[config.mk]
export PLATFORM = sky130hd
export DESIGN_NAME = fifo_wr_arbiter_flat
export DESIGN_NICKNAME = d
export VERILOG_FILES = /design/src/rtl/fifo_wr_arbiter_if.sv /design/src/rtl/fifo_wr_arbiter.sv /design/src/flat_wrapper.sv
export SDC_FILE = /design/constraint.sdc
export NUM_CORES = 1
export LEC_CHECK = 0
export CORE_MARGIN = 4
export CORE_UTILIZATION = 41
export CTS_CLUSTER_DIAMETER = 50
export CTS_CLUSTER_SIZE = 8
export DETAILED_ROUTE_END_ITERATION = 12
export GPL_ROUTABILITY_DRIVEN = 0
export GPL_TIMING_DRIVEN = 0
export HOLD_SLACK_MARGIN = 0.05
export PLACE_DENSITY_LB_ADDON = 0.3
export SETUP_SLACK_MARGIN = 0.05
export SYNTH_ARGS = -nofsm -noshare
export SYNTH_HDL_FRONTEND = slang
export SYNTH_SLANG_ARGS = --single-unit
[constraint.sdc]
create_clock -name clk -period 2 [get_ports clk]
set_clock_uncertainty 0.05 [all_clocks]
set_input_delay 0.4 -clock clk [delete_from_list [all_inputs] [get_ports clk]]
set_output_delay 0.4 -clock clk [all_outputs]
set_load 0.02 [all_outputs]
[src/rtl/fifo_wr_arbiter_if.sv]
// Bus between four write requesters, the arbiter and the downstream FIFO.
// The arbiter uses the master modport because it drives the FIFO write port.
// The slave modport is the environment side: the requesters and the FIFO.
// Macro FIFO_WR_ARB_GRANT_CNT_EN adds the gnt_cnt grant-counter output.
interface fifo_wr_arbiter_if;
    logic [3:0]  req;
    logic [7:0]  din0;
    logic [7:0]  din1;
    logic [7:0]  din2;
    logic [7:0]  din3;
    logic [3:0]  gnt;
    logic        fifo_full;
    logic        fifo_wr_err;
    logic        fifo_we;
    logic [7:0]  fifo_din;
    logic        busy;
    logic        err;
`ifdef FIFO_WR_ARB_GRANT_CNT_EN
    logic [31:0] gnt_cnt;
`endif

    modport master (
        input  req, din0, din1, din2, din3, fifo_full, fifo_wr_err,
        output gnt, fifo_we, fifo_din, busy, err
`ifdef FIFO_WR_ARB_GRANT_CNT_EN
        , output gnt_cnt
`endif
    );

    modport slave (
        output req, din0, din1, din2, din3, fifo_full, fifo_wr_err,
        input  gnt, fifo_we, fifo_din, busy, err
`ifdef FIFO_WR_ARB_GRANT_CNT_EN
        , input gnt_cnt
`endif
    );
endinterface

[src/rtl/fifo_wr_arbiter.sv]
// Round-robin write arbiter: four requesters share one 8-deep sync FIFO.
// Each grant issues a single registered write pulse, then waits one SETTLE
// cycle so that fifo_full reflects that write before the next arbitration.
// Macro FIFO_WR_ARB_GRANT_CNT_EN adds four 8-bit saturating grant counters
// on gnt_cnt (byte i belongs to requester i).
module fifo_wr_arbiter (
    input  logic              clk,
    input  logic              rst_n,
    fifo_wr_arbiter_if.master bus
);
    typedef enum logic [1:0] {IDLE, ISSUE, SETTLE} state_t;

    state_t      state;
    state_t      state_next;
    logic [1:0]  rr_ptr;
    logic [1:0]  rr_ptr_next;
    logic [1:0]  winner;
    logic        win_valid;
    logic [7:0]  din_sel;
    logic [3:0]  gnt_q;
    logic [3:0]  gnt_next;
    logic        we_q;
    logic        we_next;
    logic [7:0]  din_q;
    logic [7:0]  din_next;
    logic        err_q;

    // Pick the first requester at or after rr_ptr, wrapping 3 -> 0.
    always_comb begin
        winner    = rr_ptr;
        win_valid = 1'b0;
        for (int i = 3; i >= 0; i--) begin
            if (bus.req[rr_ptr + 2'(i)]) begin
                winner    = rr_ptr + 2'(i);
                win_valid = 1'b1;
            end
        end
    end

    // Data of the current winner, only used on the arbitration cycle.
    always_comb begin
        case (winner)
            2'd0:    din_sel = bus.din0;
            2'd1:    din_sel = bus.din1;
            2'd2:    din_sel = bus.din2;
            default: din_sel = bus.din3;
        endcase
    end

    // Next state and next registered outputs; fifo_full only matters in IDLE.
    always_comb begin
        state_next  = state;
        rr_ptr_next = rr_ptr;
        gnt_next    = 4'b0000;
        we_next     = 1'b0;
        din_next    = din_q;
        case (state)
            IDLE: begin
                if (win_valid && !bus.fifo_full) begin
                    state_next  = ISSUE;
                    rr_ptr_next = winner + 2'd1;
                    gnt_next    = 4'b0001 << winner;
                    we_next     = 1'b1;
                    din_next    = din_sel;
                end
            end
            ISSUE:   state_next = SETTLE;
            SETTLE:  state_next = IDLE;
            default: state_next = IDLE;
        endcase
    end

    // State, pointer and registered write port; reset also kills a live pulse.
    always_ff @(posedge clk or negedge rst_n) begin
        if (!rst_n) begin
            state  <= IDLE;
            rr_ptr <= 2'd0;
            gnt_q  <= 4'b0000;
            we_q   <= 1'b0;
            din_q  <= 8'h00;
        end else begin
            state  <= state_next;
            rr_ptr <= rr_ptr_next;
            gnt_q  <= gnt_next;
            we_q   <= we_next;
            din_q  <= din_next;
        end
    end

    // Sticky overflow flag, cleared only by reset.
    always_ff @(posedge clk or negedge rst_n) begin
        if (!rst_n) begin
            err_q <= 1'b0;
        end else if (bus.fifo_wr_err) begin
            err_q <= 1'b1;
        end
    end

    assign bus.gnt      = gnt_q;
    assign bus.fifo_we  = we_q;
    assign bus.fifo_din = din_q;
    assign bus.err      = err_q;
    assign bus.busy     = (state != IDLE);

`ifdef FIFO_WR_ARB_GRANT_CNT_EN
    logic [7:0] gnt_cnt_q [4];

    // Per-requester grant counters that stop at 0xFF.
    always_ff @(posedge clk or negedge rst_n) begin
        if (!rst_n) begin
            for (int i = 0; i < 4; i++) begin
                gnt_cnt_q[i] <= 8'h00;
            end
        end else begin
            for (int i = 0; i < 4; i++) begin
                if (gnt_q[i] && gnt_cnt_q[i] != 8'hFF) begin
                    gnt_cnt_q[i] <= gnt_cnt_q[i] + 8'd1;
                end
            end
        end
    end

    assign bus.gnt_cnt = {gnt_cnt_q[3], gnt_cnt_q[2], gnt_cnt_q[1], gnt_cnt_q[0]};
`endif
endmodule
[src/flat_wrapper.sv]
// flat-port wrapper written by rule: the top's interface ports become plain ports
module fifo_wr_arbiter_flat 
  (clk, rst_n, bus_req, bus_din0, bus_din1, bus_din2, bus_din3, bus_fifo_full, bus_fifo_wr_err, bus_gnt, bus_fifo_we, bus_fifo_din, bus_busy, bus_err);
  fifo_wr_arbiter_if bus_i ();
  input  logic clk;
  input  logic rst_n;
  input wire logic [$bits(bus_i.req)-1:0] bus_req;
  input wire logic [$bits(bus_i.din0)-1:0] bus_din0;
  input wire logic [$bits(bus_i.din1)-1:0] bus_din1;
  input wire logic [$bits(bus_i.din2)-1:0] bus_din2;
  input wire logic [$bits(bus_i.din3)-1:0] bus_din3;
  input wire logic [$bits(bus_i.fifo_full)-1:0] bus_fifo_full;
  input wire logic [$bits(bus_i.fifo_wr_err)-1:0] bus_fifo_wr_err;
  output wire logic [$bits(bus_i.gnt)-1:0] bus_gnt;
  output wire logic [$bits(bus_i.fifo_we)-1:0] bus_fifo_we;
  output wire logic [$bits(bus_i.fifo_din)-1:0] bus_fifo_din;
  output wire logic [$bits(bus_i.busy)-1:0] bus_busy;
  output wire logic [$bits(bus_i.err)-1:0] bus_err;
  assign bus_i.req = bus_req;
  assign bus_i.din0 = bus_din0;
  assign bus_i.din1 = bus_din1;
  assign bus_i.din2 = bus_din2;
  assign bus_i.din3 = bus_din3;
  assign bus_i.fifo_full = bus_fifo_full;
  assign bus_i.fifo_wr_err = bus_fifo_wr_err;
  assign bus_gnt = bus_i.gnt;
  assign bus_fifo_we = bus_i.fifo_we;
  assign bus_fifo_din = bus_i.fifo_din;
  assign bus_busy = bus_i.busy;
  assign bus_err = bus_i.err;
  fifo_wr_arbiter u_core (.clk(clk), .rst_n(rst_n), .bus(bus_i));
endmodule
### Yosys cells after proc, flatten, opt, wreduce, memory -nomap -nowiden

Cells that the tools add are included.

* word-level logic and storage cells: 48
* memories: 0
* register bits after elaboration: 18
* latch bits: 0
* output and inout bits: 15
* input bits: 40
* bits in writable memories: 0
* bits in read-only memories: 0

* muxes and demuxes: 23
* shift-type cells: 1
* multipliers: 0
* bitwise operators: 0
* $lt $le $gt $ge: 4
* div/mod/pow operators: 0
* add/subtract/negate cells: 4
* equal/unequal tests: 4
* reductions and logical operators: 6

Operators by type and width (count)
* 8-bit case mux with 3 select lines: 1
* 2-bit by 3-bit < comparator with 1-bit output, second input constant: 4
* 1-bit 2-to-1 mux: 10
* 2-bit 2-to-1 mux: 5
* 1-bit binary-select mux with 2-bit select: 4
* 4-bit 2-to-1 mux: 2
* 2-bit by 1-bit adder with 2-bit output, second input constant: 2
* 2-bit adder, second input constant: 2
* 2-bit by 1-bit equality test with 1-bit output, second input constant: 2
* 2-bit logical NOT: 2
* 2-bit case mux with 2 select lines: 1
* 1-bit by 2-bit << shifter with 4-bit output, first input constant: 1
* 2-bit equality test, second input constant: 1
* 2-bit by 1-bit inequality test with 1-bit output, second input constant: 1
* 2-bit AND reduction: 1
* 2-bit nonzero test: 1
* 1-bit logical AND: 1
* 1-bit logical NOT: 1

### Longest topological paths before layout

* depth after elaboration: 10
* gate-level depth with buffers: 8
* gate-level depth less buffers: 5

### Least setup slack after synthesis

OpenSTA, ideal clock, no wires.

* path type: input port to flip-flop
* start: input bus_req[0]
* end: register u_core.din_q[0], in the netlist u_core.bus.fifo_din[0]
* arrival time: 1764 ps
* cell stages on the path: 6
* required time: 1829 ps
* library setup time: 121 ps
* path buffers: 1
* setup slack: 65 ps
* cells stage by stage: buf_2 > or4b_4 > a31oi_4 > a31oi_4 > o221a_1 > a22o_1

* word-level cells in the longest chain between the ends: 8
* elaborated cells on any way between the ends: 22
* classes of those cells: eq/ne (2); mux (17); reduce/logical (3)

RTL lines
* start: declaration: RTL line flat_wrapper.sv:7 `input wire logic [$bits(bus_i.req)-1:0] bus_req;`
* 1-bit binary-select mux with 2-bit select: RTL line fifo_wr_arbiter.sv:33 `if (bus.req[rr_ptr + 2'(i)]) begin`
* 1-bit 2-to-1 mux (implied by the code): RTL line fifo_wr_arbiter.sv:33
* 2-bit 2-to-1 mux or 1-bit 2-to-1 mux (tied branches) (4 in series): RTL line fifo_wr_arbiter.sv:33
* 2-bit equality test (tied with other cells): RTL line fifo_wr_arbiter.sv:42 `case (winner)`
* 8-bit case mux with 3 select lines or 2-bit AND reduction (tied branches)
* end signal: assignment: RTL line fifo_wr_arbiter.sv:86 `din_q <= din_next;`
* end: declaration: RTL line fifo_wr_arbiter.sv:24 `logic [7:0] din_q;`

Parallel ways exist; a longest one is shown, timed or not. The select of a mux whose other input is x is not followed.
A chain may end at the register's enable or synchronous reset.

### Final worst setup path

* start: input bus_req[3]
* end: register u_core.din_q[7], in the netlist u_core.bus.fifo_din[7]

The elaborated chain is that of the path after synthesis.

==> results.sh <==
export IMPL_synth_compound_area_share_pct=33.0
export IMPL_yosys_area_share_simple_pct=23.3
export IMPL_hp_start="u_core.state[1]"
export IMPL_min_to="u_core.state[1]"
export IMPL_clockBufferDepth=2
export IMPL_grt_overflow_total=0
export IMPL_drt_total_wl_um=3500
export IMPL_power_frac_comb_pct=59.7
export IMPL_dpl_hpwl_um=2820
export IMPL_holdPathStages=1
export IMPL_report_final_setup_viol=0
export IMPL_ys_dominant_reg_cell="dfrtp_1"
export IMPL_cp_max_fo=10
export IMPL_hold_buffers=0
export IMPL_power_frac_seq_pct=29.5
export IMPL_drive_gt1_share_pct=13.4
export IMPL_ir_drop_mv=0.738
export IMPL_cp_required_ps=2130
export IMPL_synth_xor_xnor_area_share_pct=0
export IMPL_power_total_mw=1.94
export IMPL_vias=1261
export IMPL_wl_per_cell_um=16.1
export IMPL_gr_usage_all_layers_pct=19.6
export IMPL_status="completed"
export IMPL_firstDrtPassIters=4
export IMPL_cts_buffers=3
export IMPL_rows=19
export IMPL_postCtsSetupRepairBufs=0
export IMPL_start_util_pct=43.1
export IMPL_power_density_nw_per_um2=1050
export IMPL_clkTransAtPathRegs_ps=90
export IMPL_drc=0
export IMPL_yosysWarnings=0
export IMPL_synthesis_nets=174
export IMPL_muxShareOfSynthArea_pct=0
export IMPL_grt_max_degree=19
export IMPL_fin_util_pct=66.7
export IMPL_p_sw_share_pct=42.1
export IMPL_crit_reg2reg_launch="u_core.rr_ptr[1]"
export IMPL_worst_r2r_endpoint="u_core.bus.fifo_din[5]"
export IMPL_synth_edf_count=0
export IMPL_leakage_nw=0.724
export IMPL_syn_avg_cell_area_um2=8.95
export IMPL_antenna_found_initial=0
export IMPL_die_w_um=62.1
export IMPL_arrival_ps=2100
export IMPL_synthesis_area_um2=1200
export IMPL_layout_commonest_cell="clkdlybuf4s50_1"
export IMPL_die_y_um=62.1
export IMPL_final_cell_mix="49 x clkdlybuf4s50_1, 17 x dfrtp_1, 12 x nor2_1"
export IMPL_drv_slew=0
export IMPL_reg2regPathDepth=6
export IMPL_rsz0062_at_grt="true"
export IMPL_path_class="in2reg"
export IMPL_core_um2=2780
export IMPL_grt_pass1_wl_um=5550
export IMPL_cts_root_buf="clkbuf_4"
export IMPL_portBuffers=52
export IMPL_power_frac_clock_pct=10.8
export IMPL_clock_latency_ps=280
export IMPL_cts_tree="yes"
export IMPL_finalCritPeriodShare_pct=98.7
export IMPL_drtIter0Drc=41
export IMPL_instances_no_fill=218
export IMPL_synthCells=134
export IMPL_synthArstFlopShare_pct=100
export IMPL_rrSetupSlack_ps=120
export IMPL_intPower_mw=1.12
export IMPL_cts_htree_levels=1
export IMPL_max_cap_violations=0
export IMPL_ios=55
export IMPL_critPathLaunchType="primary input"
export IMPL_tightest_slew_ps=742
export IMPL_min_period_ps=1970
export IMPL_die_area_um2=3860
export IMPL_dp_cells=217
export IMPL_synth_top_family_by_area="compound AO/OA/AOI/OAI gates"
export IMPL_end_kind="flop"
export IMPL_hp_class="reg2reg"
export IMPL_ant_nets=0
export IMPL_finalHoldViolations=0
export IMPL_grt_pass1_vias=1256
export IMPL_whs_ps=398
export IMPL_ys_ff_latch=18
export IMPL_fmax_mhz=507
export IMPL_cts_sinks=18
export IMPL_vias_per_cell=5.78
export IMPL_power_switching_mw=0.816
export IMPL_num_antenna_cells=0
export IMPL_synth_cell_type_count=30
export IMPL_synth_fa_ha_area_share_pct=0
export IMPL_area_growth_pct=54.5
export IMPL_nNetsFinal=228
export IMPL_slew_headroom_pct=50.4
export IMPL_synth_seq_area_share_pct=37.5
[flip-flops by register name, summed over array words and instances, names as in the netlist]
register             count
u_core.bus.err           1
u_core.bus.fifo_din      8
u_core.bus.fifo_we       1
u_core.bus.gnt           4
u_core.rr_ptr            2
u_core.state             2
[power groups by stage]
stage	logic [mW]	clock network (mW)	registers (mW)
2_1_floorplan	0.546	0	0.678
3_3_place_gp	1.05	0	0.575
3_5_place_dp	1.08	0	0.576
4_1_cts	1.11	0.214	0.570
5_1_grt	1.25	0.246	0.588
6_report	1.16	0.209	0.572
[worst max path at each step]
stage | start | endpoint | slack, ps
after floorplan | bus_req[0] | u_core.bus.fifo_din[0] | 70
after global placement | bus_req[3] | u_core.bus.fifo_din[1] | -470
after detailed placement | bus_req[3] | u_core.bus.fifo_din[6] | -650
after CTS | bus_req[3] | u_core.bus.fifo_din[0] | 40
after global routing | bus_req[3] | u_core.bus.fifo_din[5] | 20
final | bus_req[3] | u_core.bus.fifo_din[7] | 30
[per-stage QoR]
stage	worst slack (ps)	setup TNS [ps]	cell area (µm²)
final	25.8	0	1850
after global routing	19.3	0	1850
after CTS	38.1	0	1820
after detailed placement	-647	-7710	1760
after global placement	-467	-5950	1760
after floorplan	65.3	0	1200
[cell families after synthesis]
kind of cell,after synthesis
AO/OA/AOI/OAI,49
buffers and inverters,16
AND/OR/NAND/NOR,51
flip-flops,18
[layer usage]
metal / wire (µm) / global-route usage [%] / part of all wire (%)
met1: 1470 / 23.2 / 42
met2: 1700 / 33.0 / 49
met3: 249 / 3.93 / 7.1
met4: 83 / 10.6 / 2.4
met5: 0 / 0 / 0
[layout make-up]
type                       instances  area (µm²)
buffer                             9        51.3
multi-input combinational        100         741
fill                             249         927
sequential                        18         452
inverter                           4        15.0
timing repair buffer              52         520
tap                               31        38.8
clock buffer                       4        36.3
[Yosys cell counts, drive strengths merged, types with 2 or more instances]
library cell  count  share of area [%]
dfrtp            18                 38
clkbuf            3               0.94
inv               4                1.3
nor3             10                4.2
o221a             8                7.5
nor2             13                4.1
buf               9                4.1
o21ai            12                5.0
a22o              8                5.8
a31oi            11                8.2
nor4             10                5.2
or2               2                1.0
nor2b             5                2.6
and3b             2                1.5
o21a              5                3.1
nand2             4                1.3
or3               2                1.0
[worst max-delay path, stage by stage]
cell	delay (ps)
dlygate4sd2_1	270
buf_6	150
or4b_4	550
a31oi_4	170
a31oi_4	90
o221a_1	280
a22o_1	200
[timing repair]
| item | CTS | global route |
|---|---|---|
| gates cloned | 0 | 0 |
| setup endpoints to repair | 12 | 13 |
| resized for setup | 8 | 10 |
| pin swaps | 1 | 0 |
(Power assumes the default switching activity.)
